**config.mk**
```make
export PLATFORM = sky130hd
export DESIGN_NAME = ucdp_clk_div
export DESIGN_NICKNAME = d
export VERILOG_FILES = /design/src/rtl/ucdp_clk_div_pkg.sv /design/src/rtl/ucdp_clk_div.sv
export SDC_FILE = /design/constraint.sdc
export NUM_CORES = 1
export LEC_CHECK = 0
export BUFFER_PORTS_ARGS = -buffer_cell sky130_fd_sc_hd__buf_4
export CAP_MARGIN = 20
export CORE_UTILIZATION = 30
export DETAILED_ROUTE_END_ITERATION = 10
export PLACE_DENSITY = 0.47
export SLEW_MARGIN = 0
export SYNTH_ARGS = -nofsm -noshare
export SYNTH_HDL_FRONTEND = slang
export SYNTH_SLANG_ARGS = --single-unit
export TNS_END_PERCENT = 100
```
**constraint.sdc**
```tcl
create_clock -name clk_i -period 4.2 [get_ports clk_i]
set_clock_uncertainty 0.15 [all_clocks]
set_input_delay 0.63 -clock clk_i [delete_from_list [all_inputs] [get_ports clk_i]]
set_output_delay 0.63 -clock clk_i [all_outputs]
set_load 0.05 [all_outputs]
```
**src/rtl/ucdp_clk_div_pkg.sv**
```systemverilog
// Shared types and constants for the programmable integer clock divider.
package ucdp_clk_div_pkg;

  // Divider run state.
  typedef enum logic [1:0] {
    IDLE = 2'd0,  // stopped, clk_o low, counter parked at 0
    RUN  = 2'd1,  // counting, run request present
    STOP = 2'd2   // run request gone, finishing the current period
  } state_e;

  // Smallest divisor that still yields a high and a low phase.
  localparam int unsigned DIV_MIN = 2;

  // Raise any divisor below DIV_MIN to DIV_MIN.
  function automatic int unsigned clamp_div(input int unsigned d);
    return (d < DIV_MIN) ? DIV_MIN : d;
  endfunction

endpackage : ucdp_clk_div_pkg

```
**src/rtl/ucdp_clk_div.sv**
```systemverilog
// Programmable integer clock divider.
// Derives a registered divided clock clk_o and a one-cycle enable clk_en_o
// (last clk_i cycle of every clk_o period) from clk_i. Divisor updates and
// start/stop only take effect on period boundaries, so clk_o has no runts.
// Optional build macro: UCDP_CLK_DIV_DUTY50_EN adds a negedge flop that
// stretches the high phase of odd divisors by half a clk_i period (50% duty).
module ucdp_clk_div
  import ucdp_clk_div_pkg::*;
#(
  parameter int unsigned WIDTH       = 8,
  parameter int unsigned DEFAULT_DIV = 2
) (
  input  logic             clk_i,
  input  logic             rst_an_i,
  input  logic             en_i,
  input  logic [WIDTH-1:0] div_i,
  input  logic             upd_req_i,
  output logic             upd_ack_o,
  output logic             clk_o,
  output logic             clk_en_o,
  output logic             busy_o
);

  localparam logic [WIDTH-1:0] RST_DIV = WIDTH'(clamp_div(DEFAULT_DIV));
  localparam logic [WIDTH-1:0] MIN_DIV = WIDTH'(DIV_MIN);
  localparam logic [WIDTH-1:0] ONE     = WIDTH'(1);

  state_e           state_q, state_d;
  logic [WIDTH-1:0] cnt_q, cnt_d;
  logic [WIDTH-1:0] div_q, div_d;
  logic             clk_q, clk_d;
  logic             ack_q, ack_d;
  logic             done_q, done_d;   // current request already acknowledged

  logic             wrap;             // last cycle of the running period
  logic             upd_pend;         // request not yet served
  logic             load;             // divisor is taken this cycle
  logic [WIDTH-1:0] div_load;         // clamped incoming divisor

  assign wrap     = (state_q != IDLE) && (cnt_q == (div_q - ONE));
  assign upd_pend = upd_req_i && !done_q;
  assign load     = upd_pend && ((state_q == IDLE) || wrap);
  assign div_load = (div_i < MIN_DIV) ? MIN_DIV : div_i;

  // Next-state, counter, divisor-update and clock-phase decode.
  always_comb begin
    // NOTE: every variable driven here gets a default first so no path can
    // leave one unassigned and infer a latch.
    state_d = state_q;
    cnt_d   = cnt_q;
    div_d   = div_q;
    ack_d   = 1'b0;
    done_d  = done_q;

    // A request is served once; it re-arms only after the requester drops it.
    if (!upd_req_i) begin
      done_d = 1'b0;
    end

    // New divisor lands at the period boundary and governs the next period.
    if (load) begin
      div_d  = div_load;
      ack_d  = 1'b1;
      done_d = 1'b1;
    end

    unique case (state_q)
      IDLE: begin
        cnt_d = '0;
        if (en_i) begin
          state_d = RUN;
        end
      end
      RUN: begin
        cnt_d = wrap ? '0 : cnt_q + ONE;
        if (!en_i) begin
          state_d = STOP;
        end
      end
      STOP: begin
        cnt_d = wrap ? '0 : cnt_q + ONE;
        // Re-enable resumes the current period; otherwise drain to its end.
        if (en_i) begin
          state_d = RUN;
        end else if (wrap) begin
          state_d = IDLE;
        end
      end
      default: begin
        state_d = IDLE;
        cnt_d   = '0;
      end
    endcase

    // High for the first floor(D/2) counts of the period that starts now.
    clk_d = (state_d != IDLE) && (cnt_d < (div_d >> 1));
  end

  // State register with synchronous active-low reset.
  always_ff @(posedge clk_i) begin
    // NOTE: sequential state uses non-blocking assignments so every flop
    // samples the pre-edge values regardless of statement order.
    if (!rst_an_i) begin
      state_q <= IDLE;
      cnt_q   <= '0;
      div_q   <= RST_DIV;
      clk_q   <= 1'b0;
      ack_q   <= 1'b0;
      done_q  <= 1'b0;
    end else begin
      state_q <= state_d;
      cnt_q   <= cnt_d;
      div_q   <= div_d;
      clk_q   <= clk_d;
      ack_q   <= ack_d;
      done_q  <= done_d;
    end
  end

`ifdef UCDP_CLK_DIV_DUTY50_EN
  logic clk_neg_q;

  // Half-period extension of the high phase when the active divisor is odd.
  always_ff @(negedge clk_i) begin
    if (!rst_an_i) begin
      clk_neg_q <= 1'b0;
    end else begin
      clk_neg_q <= clk_q & div_q[0];
    end
  end

  assign clk_o = clk_q | clk_neg_q;
`else
  assign clk_o = clk_q;
`endif

  assign clk_en_o  = wrap;
  assign upd_ack_o = ack_q;
  assign busy_o    = (state_q != IDLE);

endmodule : ucdp_clk_div
```
==> impl_metrics.py <==
metrics = {
    "timing": {
        "fin_hold_ws_ps": 373,
        "report.final.hold_viol_count": 0,
        "rsz0062_at_grt": "no",
        "setup_viol": 0,
        "setup_tns_ps": 0,
        "fin_crit_ps": 3750,
        "tightest_slew_ps": 567,
        "slew_viol_final": 0,
        "maxSlewHeadroom": 0.621,
        "clock.fmax_mhz": 267,
        "period_share": 0.892,
        "finalWorstSetupSlack_ps": 455,
    },
    "power_and_ir_drop": {
        "leakage_nw": 0.675,
        "powerDensity_nw_per_um2": 418,
        "p_total_mw": 0.685,
        "peakVddDrop_uv": 132,
    },
    "logic_synthesis": {
        "ys.flop_type": "dfxtp_1",
        "synth.avg_cell_area_um2": 8.37,
        "yosysSeqAreaShare": 0.296,
        "synth-edff-count": 0,
        "synth_area_um2": 1420,
        "synthArstFlopShare": 0,
        "yosysWarnings": 0,
        "synth_nets": 194,
        "synthesis.instances": 170,
        "synth_cell_type_count": 47,
        "ys_seq_elements": 21,
    },
    "global_route": {
        "grt_pass1_vias": 1220,
        "grt-ovfl-total": 0,
        "grt_max_degree": 13,
        "grt_pass1_wl_um": 5710,
        "grt_usage": 0.149,
        "antenna_found_initial": 0,
    },
    "clocking": {
        "cts_setup_buffers": 0,
        "htree_num_levels": 1,
        "clock_latency_ps": 270,
        "cts_buffers": 3,
        "clkSinkCount": 21,
        "cts_root_buf": "clkbuf_8",
        "cts_tree": "done",
        "cts.reportedPaths.clkPinSlew_ps": 80,
        "ctsHoldBuffers": 0,
        "clock_path_buffers": 2,
        "ctsResizeCount": 0,
    },
    "floorplanning": {
        "io_pins": 16,
        "start_util": 0.320,
        "die_area_um2": 5020,
        "die_h_um": 70.9,
        "rows": 24,
        "fp.coreArea_um2": 4440,
        "die_x_um": 70.9,
    },
    "layout": {
        "antenna_cells": 0,
        "stdcell_count": 238,
        "final_util": 0.369,
        "final_area_um2": 1640,
        "syn2layout_area_growth_pct": 15.1,
        "layout_commonest_cell": "dfxtp_1",
        "drive_gt1_frac": 0.172,
        "final_cell_mix": "21 x dfxtp_1, 19 x nor2_1, 16 x buf_4",
        "final_nets": 211,
    },
    "route": {
        "firstDrtPassIters": 4,
        "vias": 1236,
        "wl_met3_um": 111,
        "drtIter0Drc": 43,
        "met2_length_um": 1680,
        "post_drt_wl_per_cell_um": 14.3,
        "vias_per_cell": 5.19,
        "postRouteAntennaNets": 0,
        "top_layer_used": "met4",
        "route.detailed.drc": 0,
        "wl_um": 3410,
        "met1_length_um": 1570,
    },
    "job": {
        "maxCapViolations": 0,
    },
    "setup_path": {
        "critical_path_class": "register to register",
        "arrival_ps": 3770,
        "required_ps": 4220,
        "max_stage_delay_ps": 440,
        "critical_path.most_common_cell": "ha_1",
        "end_kind": "register",
        "path_max_fanout": 11,
        "worst_path_max_delay_cell": "dfxtp_1",
        "worstPathCellList": "inv_1, ha_1, or3_1, a31o_4, o31a_2, o21ai_0, and2_1, ha_1, a211o_1, a221oi_1, o21ai_2, a2111oi_2",
        "cp-start-kind": "register",
    },
    "hold_path": {
        "hp-class": "register to register",
    },
    "place": {
        "gp_congestion": 0.840,
        "placed_area_um2": 1590,
        "io_buffers": 15,
        "placed_cells": 234,
        "hpwl_um": 2810,
        "dp_worst_setup_slack_ps": 493,
    },
    "outcome": {
        "outcome": "finished clean",
    },
}
## kinds of logic (layout without fill, tap and decap cells)
family,count (synthesis),after routing,share of synthesized area
fa+ha+maj,12,12,0.106
xor+xnor,14,14,0.0862
flops,21,21,0.296
simple gates,65,65,0.242
compound gates,46,46,0.238
buf+inv,12,28,0.0325
## layer usage
metal,vias to the layer above,track usage
met2,21,0.259
met4,0,0.0533
li1,644,-
met5,-,0
met1,566,0.186
met3,5,0.0242
## power breakdown
group	internal, mW	total, mW	switching (mW)
Clock	0.0663	0.137	0.0712
Combinational	0.119	0.301	0.183
Sequential	0.221	0.246	0.0250
## registers in the layout (all words and copies together), names as in the netlist
| name | count |
|---|---|
| clk_o | 1 |
| done_q | 1 |
| div_q | 8 |
| state_q | 2 |
| cnt_q | 8 |
| upd_ack_o | 1 |
## critical path: cells and delay by family, from the launching register on
family,cells,cell delay (ps)
adder cells (fa/ha/maj),2,470
buffers and inverters,1,80
flip-flops,1,440
AO/OA/AOI/OAI,7,1940
AND/OR/NAND/NOR,2,570
## final timing paths
| check | start | endpoint | slack [ps] | cells past startpoint |
|---|---|---|---|---|
| worst max-delay path | div_q[0] | clk_o | 450 | 12 |
| worst min-delay path | done_q | done_q | 370 | 1 |
| worst max register to register | div_q[0] | clk_o | 450 | 12 |
| worst min register to register | done_q | done_q | 370 | 1 |
## Yosys cell counts, drive strengths merged (3+ instances only)
library cell / instances / area, um2
dfxtp: 21 / 420
nor2: 19 / 71.3
a21oi: 14 / 70.1
o21ai: 13 / 68.8
ha: 12 / 150
nand3: 11 / 55.1
and2: 7 / 45.1
inv: 7 / 26.3
xnor2: 7 / 61.3
xor2: 7 / 61.3
and3: 5 / 32.5
nor3: 5 / 25.0
nand2: 4 / 15.0
nor2b: 4 / 25.0
nor4: 3 / 25.0
o31a: 3 / 27.5
## area by class of cell
type	count	area, um2
fill	472	2810
multi-input combinational	137	956
sequential	21	420
timing repair buffer	16	120
tap	52	65.1
clock buffer	3	41.3
inverter	8	30.0
clock inverter	1	5.00
(Power assumes the default switching activity.)
